**src/rtl/ex_mem_pipe_reg_if.sv**
```systemverilog
// ----------------------------------------------------------------------------
// ex_mem_pipe_reg_if
// Bundles the EX-side inputs, pipeline controls and MEM-side outputs of the
// EX/MEM pipeline register.
//   master : the EX stage / pipeline control (drives ex_*, stall, flush)
//   slave  : the EX/MEM register itself (drives mem_*, bubble_count)
// Parameters: DATA_W (ALU/store data width), REG_W (register number width),
//             CNT_W (bubble counter width).
// ----------------------------------------------------------------------------
interface ex_mem_pipe_reg_if #(
    parameter int DATA_W = 32,
    parameter int REG_W  = 5,
    parameter int CNT_W  = 16
);
    logic              stall;
    logic              flush;
    logic              ex_valid;
    logic              ex_reg_write;
    logic              ex_mem_read;
    logic              ex_mem_write;
    logic              ex_mem_to_reg;
    logic [DATA_W-1:0] ex_alu_result;
    logic [DATA_W-1:0] ex_store_data;
    logic [REG_W-1:0]  ex_write_reg;

    logic              mem_valid;
    logic              mem_reg_write;
    logic              mem_mem_read;
    logic              mem_mem_write;
    logic              mem_mem_to_reg;
    logic [DATA_W-1:0] mem_alu_result;
    logic [DATA_W-1:0] mem_store_data;
    logic [REG_W-1:0]  mem_write_reg;
    logic [CNT_W-1:0]  bubble_count;

    modport master (
        output stall, flush, ex_valid, ex_reg_write, ex_mem_read, ex_mem_write,
               ex_mem_to_reg, ex_alu_result, ex_store_data, ex_write_reg,
        input  mem_valid, mem_reg_write, mem_mem_read, mem_mem_write,
               mem_mem_to_reg, mem_alu_result, mem_store_data, mem_write_reg,
               bubble_count
    );

    modport slave (
        input  stall, flush, ex_valid, ex_reg_write, ex_mem_read, ex_mem_write,
               ex_mem_to_reg, ex_alu_result, ex_store_data, ex_write_reg,
        output mem_valid, mem_reg_write, mem_mem_read, mem_mem_write,
               mem_mem_to_reg, mem_alu_result, mem_store_data, mem_write_reg,
               bubble_count
    );
endinterface

```
**src/rtl/ex_mem_pipe_reg.sv**
```systemverilog
// ----------------------------------------------------------------------------
// ex_mem_pipe_reg
// EX/MEM pipeline register of the 5-stage MIPS core. Captures ALU result,
// store data, control bits and destination register from EX and presents
// them to MEM, forwarding and hazard logic one cycle later.
// Ports:
//   clk   : rising-edge clock
//   reset : asynchronous, active-high; clears every output including the
//           bubble counter
//   bus   : ex_mem_pipe_reg_if.slave (ex_* / stall / flush in, mem_* and
//           bubble_count out)
// Edge priority is flush > stall > load. Invalid entries carry all-zero
// control bits; bubble_count saturates instead of wrapping.
// ----------------------------------------------------------------------------
module ex_mem_pipe_reg #(
    parameter int DATA_W = 32,
    parameter int REG_W  = 5,
    parameter int CNT_W  = 16
) (
    input  logic                clk,
    input  logic                reset,
    ex_mem_pipe_reg_if.slave    bus
);

    localparam logic [CNT_W-1:0] CNT_MAX = {CNT_W{1'b1}};
    localparam logic [CNT_W-1:0] CNT_ONE = {{(CNT_W-1){1'b0}}, 1'b1};

    // Stage registers
    logic              valid_r;
    logic              reg_write_r;
    logic              mem_read_r;
    logic              mem_write_r;
    logic              mem_to_reg_r;
    logic [DATA_W-1:0] alu_result_r;
    logic [DATA_W-1:0] store_data_r;
    logic [REG_W-1:0]  write_reg_r;
    logic [CNT_W-1:0]  bubble_count_r;

    // Next-state values
    logic              load_en_s;
    logic              bubble_s;
    logic              valid_s;
    logic              reg_write_s;
    logic              mem_read_s;
    logic              mem_write_s;
    logic              mem_to_reg_s;
    logic [DATA_W-1:0] alu_result_s;
    logic [DATA_W-1:0] store_data_s;
    logic [REG_W-1:0]  write_reg_s;
    logic [CNT_W-1:0]  bubble_count_s;

    // Select the entry to latch this edge: flush bubble, held contents, or EX fields
    always_comb begin
        load_en_s      = 1'b0;
        bubble_s       = 1'b0;
        valid_s        = 1'b0;
        reg_write_s    = 1'b0;
        mem_read_s     = 1'b0;
        mem_write_s    = 1'b0;
        mem_to_reg_s   = 1'b0;
        alu_result_s   = {DATA_W{1'b0}};
        store_data_s   = {DATA_W{1'b0}};
        write_reg_s    = {REG_W{1'b0}};
        if (bus.flush) begin
            // Full bubble: everything cleared, data included
            load_en_s = 1'b1;
            bubble_s  = 1'b1;
        end else if (bus.stall) begin
            load_en_s = 1'b0;
            bubble_s  = 1'b0;
        end else begin
            load_en_s    = 1'b1;
            // Data is captured even for an invalid entry; only control is squashed
            alu_result_s = bus.ex_alu_result;
            store_data_s = bus.ex_store_data;
            if (bus.ex_valid) begin
                valid_s      = 1'b1;
                // Writes to $zero are architecturally meaningless; drop them here
                // so forwarding never matches register 0
                reg_write_s  = bus.ex_reg_write & (bus.ex_write_reg != {REG_W{1'b0}});
                mem_read_s   = bus.ex_mem_read;
                // A read+write conflict keeps the read and drops the write
                mem_write_s  = bus.ex_mem_write & ~bus.ex_mem_read;
                mem_to_reg_s = bus.ex_mem_to_reg;
                write_reg_s  = bus.ex_write_reg;
            end else begin
                bubble_s = 1'b1;
            end
        end
    end

    // Saturating bubble counter next value
    always_comb begin
        bubble_count_s = bubble_count_r;
        if (bubble_s && (bubble_count_r != CNT_MAX)) begin
            bubble_count_s = bubble_count_r + CNT_ONE;
        end else begin
            bubble_count_s = bubble_count_r;
        end
    end

    // Stage register update with asynchronous clear
    always_ff @(posedge clk or posedge reset) begin
        if (reset) begin
            valid_r        <= 1'b0;
            reg_write_r    <= 1'b0;
            mem_read_r     <= 1'b0;
            mem_write_r    <= 1'b0;
            mem_to_reg_r   <= 1'b0;
            alu_result_r   <= {DATA_W{1'b0}};
            store_data_r   <= {DATA_W{1'b0}};
            write_reg_r    <= {REG_W{1'b0}};
            bubble_count_r <= {CNT_W{1'b0}};
        end else if (load_en_s) begin
            valid_r        <= valid_s;
            reg_write_r    <= reg_write_s;
            mem_read_r     <= mem_read_s;
            mem_write_r    <= mem_write_s;
            mem_to_reg_r   <= mem_to_reg_s;
            alu_result_r   <= alu_result_s;
            store_data_r   <= store_data_s;
            write_reg_r    <= write_reg_s;
            bubble_count_r <= bubble_count_s;
        end else begin
            valid_r        <= valid_r;
            reg_write_r    <= reg_write_r;
            mem_read_r     <= mem_read_r;
            mem_write_r    <= mem_write_r;
            mem_to_reg_r   <= mem_to_reg_r;
            alu_result_r   <= alu_result_r;
            store_data_r   <= store_data_r;
            write_reg_r    <= write_reg_r;
            bubble_count_r <= bubble_count_r;
        end
    end

    // Outputs are driven straight from the stage registers
    assign bus.mem_valid      = valid_r;
    assign bus.mem_reg_write  = reg_write_r;
    assign bus.mem_mem_read   = mem_read_r;
    assign bus.mem_mem_write  = mem_write_r;
    assign bus.mem_mem_to_reg = mem_to_reg_r;
    assign bus.mem_alu_result = alu_result_r;
    assign bus.mem_store_data = store_data_r;
    assign bus.mem_write_reg  = write_reg_r;
    assign bus.bubble_count   = bubble_count_r;

endmodule

```
**src/flat_wrapper.sv**
```systemverilog
// flat-port wrapper written by rule: the top's interface ports become plain ports
module ex_mem_pipe_reg_flat 
#(
    parameter int DATA_W = 32,
    parameter int REG_W  = 5,
    parameter int CNT_W  = 16
)
  (clk, reset, bus_stall, bus_flush, bus_ex_valid, bus_ex_reg_write, bus_ex_mem_read, bus_ex_mem_write, bus_ex_mem_to_reg, bus_ex_alu_result, bus_ex_store_data, bus_ex_write_reg, bus_mem_valid, bus_mem_reg_write, bus_mem_mem_read, bus_mem_mem_write, bus_mem_mem_to_reg, bus_mem_alu_result, bus_mem_store_data, bus_mem_write_reg, bus_bubble_count);
  ex_mem_pipe_reg_if #(.DATA_W(DATA_W), .REG_W(REG_W), .CNT_W(CNT_W)) bus_i ();
  input  logic clk;
  input  logic reset;
  input wire logic [$bits(bus_i.stall)-1:0] bus_stall;
  input wire logic [$bits(bus_i.flush)-1:0] bus_flush;
  input wire logic [$bits(bus_i.ex_valid)-1:0] bus_ex_valid;
  input wire logic [$bits(bus_i.ex_reg_write)-1:0] bus_ex_reg_write;
  input wire logic [$bits(bus_i.ex_mem_read)-1:0] bus_ex_mem_read;
  input wire logic [$bits(bus_i.ex_mem_write)-1:0] bus_ex_mem_write;
  input wire logic [$bits(bus_i.ex_mem_to_reg)-1:0] bus_ex_mem_to_reg;
  input wire logic [$bits(bus_i.ex_alu_result)-1:0] bus_ex_alu_result;
  input wire logic [$bits(bus_i.ex_store_data)-1:0] bus_ex_store_data;
  input wire logic [$bits(bus_i.ex_write_reg)-1:0] bus_ex_write_reg;
  output wire logic [$bits(bus_i.mem_valid)-1:0] bus_mem_valid;
  output wire logic [$bits(bus_i.mem_reg_write)-1:0] bus_mem_reg_write;
  output wire logic [$bits(bus_i.mem_mem_read)-1:0] bus_mem_mem_read;
  output wire logic [$bits(bus_i.mem_mem_write)-1:0] bus_mem_mem_write;
  output wire logic [$bits(bus_i.mem_mem_to_reg)-1:0] bus_mem_mem_to_reg;
  output wire logic [$bits(bus_i.mem_alu_result)-1:0] bus_mem_alu_result;
  output wire logic [$bits(bus_i.mem_store_data)-1:0] bus_mem_store_data;
  output wire logic [$bits(bus_i.mem_write_reg)-1:0] bus_mem_write_reg;
  output wire logic [$bits(bus_i.bubble_count)-1:0] bus_bubble_count;
  assign bus_i.stall = bus_stall;
  assign bus_i.flush = bus_flush;
  assign bus_i.ex_valid = bus_ex_valid;
  assign bus_i.ex_reg_write = bus_ex_reg_write;
  assign bus_i.ex_mem_read = bus_ex_mem_read;
  assign bus_i.ex_mem_write = bus_ex_mem_write;
  assign bus_i.ex_mem_to_reg = bus_ex_mem_to_reg;
  assign bus_i.ex_alu_result = bus_ex_alu_result;
  assign bus_i.ex_store_data = bus_ex_store_data;
  assign bus_i.ex_write_reg = bus_ex_write_reg;
  assign bus_mem_valid = bus_i.mem_valid;
  assign bus_mem_reg_write = bus_i.mem_reg_write;
  assign bus_mem_mem_read = bus_i.mem_mem_read;
  assign bus_mem_mem_write = bus_i.mem_mem_write;
  assign bus_mem_mem_to_reg = bus_i.mem_mem_to_reg;
  assign bus_mem_alu_result = bus_i.mem_alu_result;
  assign bus_mem_store_data = bus_i.mem_store_data;
  assign bus_mem_write_reg = bus_i.mem_write_reg;
  assign bus_bubble_count = bus_i.bubble_count;
  ex_mem_pipe_reg #(.DATA_W(DATA_W), .REG_W(REG_W), .CNT_W(CNT_W)) u_core (.clk(clk), .reset(reset), .bus(bus_i));
endmodule
```
**config.mk**
```make
export PLATFORM = sky130hd
export DESIGN_NAME = ex_mem_pipe_reg_flat
export DESIGN_NICKNAME = d
export VERILOG_FILES = /design/src/rtl/ex_mem_pipe_reg_if.sv /design/src/rtl/ex_mem_pipe_reg.sv /design/src/flat_wrapper.sv
export SDC_FILE = /design/constraint.sdc
export NUM_CORES = 1
export LEC_CHECK = 0
export BUFFER_PORTS_ARGS = -buffer_cell sky130_fd_sc_hd__buf_2
export CELL_PAD_IN_SITES_DETAIL_PLACEMENT = 1
export CELL_PAD_IN_SITES_GLOBAL_PLACEMENT = 1
export CORE_MARGIN = 2
export CORE_UTILIZATION = 38
export DETAILED_ROUTE_END_ITERATION = 7
export GPL_ROUTABILITY_DRIVEN = 0
export PLACE_DENSITY_LB_ADDON = 0.1
export SLEW_MARGIN = 20
export SYNTH_ARGS = -nofsm -noshare
export SYNTH_HDL_FRONTEND = slang
export SYNTH_SLANG_ARGS = --single-unit
```
**constraint.sdc**
```tcl
create_clock -name clk -period 4.8 [get_ports clk]
set_input_delay 0.48 -clock clk [delete_from_list [all_inputs] [get_ports clk]]
set_output_delay 0.48 -clock clk [all_outputs]
set_load 0.05 [all_outputs]
```
# Yosys cells after proc, flatten, opt, wreduce, memory -nomap -nowiden
# Index checks and enable logic that the tools add are counted.
# W data, S select, Z words.
# op_classes
reduce_logical,3
n_eq_ne,1
bitwise,3
mux,27
addsub,1
# op_table
operator,n
$mux W32,4
$mux W1,20
$add A16 B1 Y16 const B,1
$ne A16 B16 Y1 const B,1
$mux W5,3
$reduce_bool A5 Y1,1
$and A1 B1 Y1,2
$reduce_and A2 Y1,1
$logic_and A1 B1 Y1,1
$not A1 Y1,1
# word_totals
input_bits,78
word_cells,44
register_bits,90
output_inout_bits,90

# Depth between registers and ports, before layout
# logic_depth
ltp_word,5
mapped_depth,5
mapped_depth_nobuf,5

# Worst setup path before layout
# OpenSTA, ideal clock, no wires.
# synth_path
path_kind,flip-flop to flip-flop
from,"reg u_core.bubble_count_r[10], in the netlist u_core.bus.bubble_count[10]"
to,"reg u_core.bubble_count_r[1], in the netlist u_core.bus.bubble_count[1]"
path_buffers,0
arrival_time_ps,1778
path_slack_ps,2897
required_time_ps,4675
stages_incl_launch_ff,5
path_cell_list,dfrtp_1 -> nand4_1 -> nor4_4 -> nor2_2 -> mux2_4
# synth_between
elab_chain_cells,3
# synth_rtl
item,line,text
"start, declared",ex_mem_pipe_reg.sv:37,logic [CNT_W-1:0] bubble_count_r;
"start signal, assigned",ex_mem_pipe_reg.sv:113,bubble_count_r <= {CNT_W{1'b0}};
"start signal, assigned",ex_mem_pipe_reg.sv:123,bubble_count_r <= bubble_count_s;
"start signal, assigned",ex_mem_pipe_reg.sv:133,bubble_count_r <= bubble_count_r;
$ne A16 B16 Y1,ex_mem_pipe_reg.sv:95,if (bubble_s && (bubble_count_r != CNT_MAX)) begin
$logic_and A1 B1 Y1,ex_mem_pipe_reg.sv:95,
$reduce_and A2 Y1 (no source line),-,
# Every way passes these cells.
# A chain may end at the register's enable or synchronous reset.

# Worst setup path after layout
# layout_path
from,in bus_flush
to,"reg u_core.bubble_count_r[14], in the netlist u_core.bus.bubble_count[14]"
# layout_between
elab_chain_cells,3
# layout_rtl
item,line,text
"start, declared",flat_wrapper.sv:13,input wire logic [$bits(bus_i.flush)-1:0] bus_flush;
$mux W1,ex_mem_pipe_reg.sv:64,if (bus.flush) begin
$logic_and A1 B1 Y1,ex_mem_pipe_reg.sv:95,
$reduce_and A2 Y1 (no source line) (*),-,
# Every way passes the cells marked *; elsewhere a longest branch is shown, timed or not.

==> reports/metrics.cfg <==
[floorplanning]
rows=36
core-area_um2=9684
dieArea_um2=10690
io_pins=168
start_util=0.3877
die_h_um=103.4
fp.dieW_um=103.4

[placement]
hpwl_um=6892
place_inst=605
port_buffers=167

[clocking]
cts.reportedPaths.clkPinSlew_ps=80
cts_buffers=9
cts_hold_buffers=0
cts_setup_buffers=0
cts_resized=0
clk_latency_ps=350
htreeDepth=3
clock_sinks=90
clockBufferDepth=2
root_buffer=clkbuf_8
cts_tree=built

[yosys]
ys_warn_count=0
ys_seq_area_frac=0.5998
netlist_area_um2=3755
yosysTopAreaCell=dfrtp_1
synthDistinctLibCells=33
yosysTopAreaCellShare=0.5998
synth_fp_nets=399
ys.flop_type=dfrtp_1
ys_ff_latch=90
synth_area_leaders=dfrtp_1 (60%), mux2i_1 (17%), nor2_1 (7.9%)
avgSynthCellArea_um2=11.73
synth_edf_count=0
synthesis.instances=320
postSynth.asyncResetShare=1.000

[timing]
slew_violations=0
rsz0062_at_grt=false
setup_viol=0
finalClockSkew_ps=1.193
relSlewSlack=0.4665
final.min_clock_period_ps=1962
fin_tns_setup_ps=0
hold_violations=0
fin_crit_sh=0.4087
worst_pin_slew_ps=800.3
clock.fmax_mhz=509.8

[setup_path]
startpoint_type=input pin
critPathRequiredTime_ps=5070
crit_path_top_delay_cell=buf_4
path_buf_inv=2
worstSetupPathType=in2reg
cp-end-kind=register
critPathMaxFanout=76
cp_top_family=buffers and inverters
cp.arrival_ps=2230
crit_chain=buf_2 -> buf_4 -> o21bai_1 -> nand2_1 -> nor3_1 -> xor2_1
critPathMaxStageDelay_ps=580

[grt]
grt_pass1_vias=2901
overflow=0
grt.busiest_layer=met2
use_met3=0.04234
grt_first_pass_wirelength_um=14760
use_met2=0.2913
antenna_found_initial=0
grt_use_met1=0.2344
grt_start_max_net_pins=77
grtUsageTotal=0.1807

[finish]
synthToLayoutAreaGrowth_pct=30.76
drive_above_1_share=0.3914
insertedDiodeCount=0
fin_cells=621
fin_nets=562

[routing]
drt-initial-drc-count=74
wl_per_cell_um=15.54
drcViolationCount=0
dr.pass1.iters=4
drtAntennaViolNets=0
vias_per_cell=4.771
drt-total-wl_um=9653
vias=2963

[flow_run]
drv_cap=0

[pwr]
leakage_nw=2.793
cellPowerDensity_nw_per_um2=384.9
power_mw=1.890
ir_drop_mv=0.4095

[outcome]
outcome=finished, final reports clean

[min_path]
hp-class=in2async

==> cells in the final DEF (no fill, tap or decap), types with 2 or more instances in the layout <==
cell type,synthesis,routed
dfrtp_1,90,90
nor2_1,79,79
o211ai_1,2,2
buf_2,7,166
xor2_1,11,11
a21oi_1,5,5
nand3_1,4,4
a31oi_1,2,2
a22oi_1,6,6
buf_4,0,4
nand4_1,4,4
inv_1,3,2
and4_1,3,3
nor3_1,6,6
clkbuf_8,0,14
nand2_1,7,7
mux2i_1,64,64
==> worst paths after layout <==
path,startpoint,cells after the start,slack (ps),to
max in group asynchronous,reset,3,3620,u_core.bus.mem_alu_result[0]$_DFFE_PP0P_
worst min-delay path,reset,2,150,u_core.bus.bubble_count[3]$_DFFE_PP0P_
worst max-delay path,bus_flush,6,2840,u_core.bus.bubble_count[14]$_DFFE_PP0P_
min in group clk,bus_ex_store_data[19],3,360,u_core.bus.mem_store_data[19]$_DFFE_PP0P_
worst max register to register,u_core.bus.bubble_count[0]$_DFFE_PP0P_,5,3040,u_core.bus.bubble_count[1]$_DFFE_PP0P_
worst min register to register,u_core.bus.bubble_count[12]$_DFFE_PP0P_,1,510,u_core.bus.bubble_count[12]$_DFFE_PP0P_
==> through the flow <==
stage | cell area (um2) | util | hold slack (ps) | worst slack, ps
final | 4910 | 0.5070 | 152.2 | 2838
after global routing | 4910 | 0.5070 | 175.4 | 2643
after CTS | 4910 | 0.5070 | 168.3 | 2849
after detailed placement | 4708 | 0.4862 | 503.7 | 2473
after global placement | 4708 | 0.4862 | 488.6 | 2574
after floorplan | 3755 | - | 633.0 | 1985
==> Yosys cell counts (2+ instances only) <==
master,number
a22oi_1,6
nand3_1,4
a31oi_1,2
xor2_1,11
mux2i_1,64
o211ai_1,2
inv_1,3
dfrtp_1,90
nor3_1,6
and4_1,3
nand4_1,4
buf_2,7
clkbuf_1,10
nand2_1,7
nor2_1,79
a21oi_1,5
==> power by group <==
part / switching (mW) / internal, mW
Clock: 0.253 / 0.259
Combinational: 0.353 / 0.136
Sequential: 0.0676 / 0.821
Total: 0.674 / 1.22
==> area by class of cell <==
| type | count | area, um2 |
|---|---|---|
| Sequential cell | 90 | 2252 |
| Multi-Input combinational cell | 209 | 1415 |
| Tap cell | 133 | 166.4 |
| Clock inverter | 1 | 5.005 |
| Inverter | 3 | 13.76 |
| Fill cell | 1130 | 4775 |
| Timing Repair Buffer | 170 | 860.8 |
| Clock buffer | 15 | 196.4 |
==> metal layers <==
metal / routed length (um) / part of all wire
met3: 656 / 0.068
met5: 0 / 0
met2: 4679 / 0.48
met4: 184 / 0.019
met1: 4132 / 0.43
==> worst register-to-register path: cells and delay by family (launching register included) <==
family / cells / cell delay (ps)
AND/OR/NAND/NOR: 3 / 670
flip-flops: 1 / 440
adder cells (fa/ha/maj): 1 / 230
multiplexers: 1 / 310
==> kinds of logic (layout without fill, tap and decap cells) <==
logic type      after synthesis  count (layout)  share of synthesized area
simple gates                111             111                     0.1336
buf+inv                      21             189                    0.02332
flops                        90              90                     0.5998
xor+xnor                     12              12                    0.02799
compound gates               20              20                    0.03732
fa+ha+maj                     1               1                   0.003332
mux                          65              65                     0.1746
No activity file was read; power rests on OpenSTA's default activity.
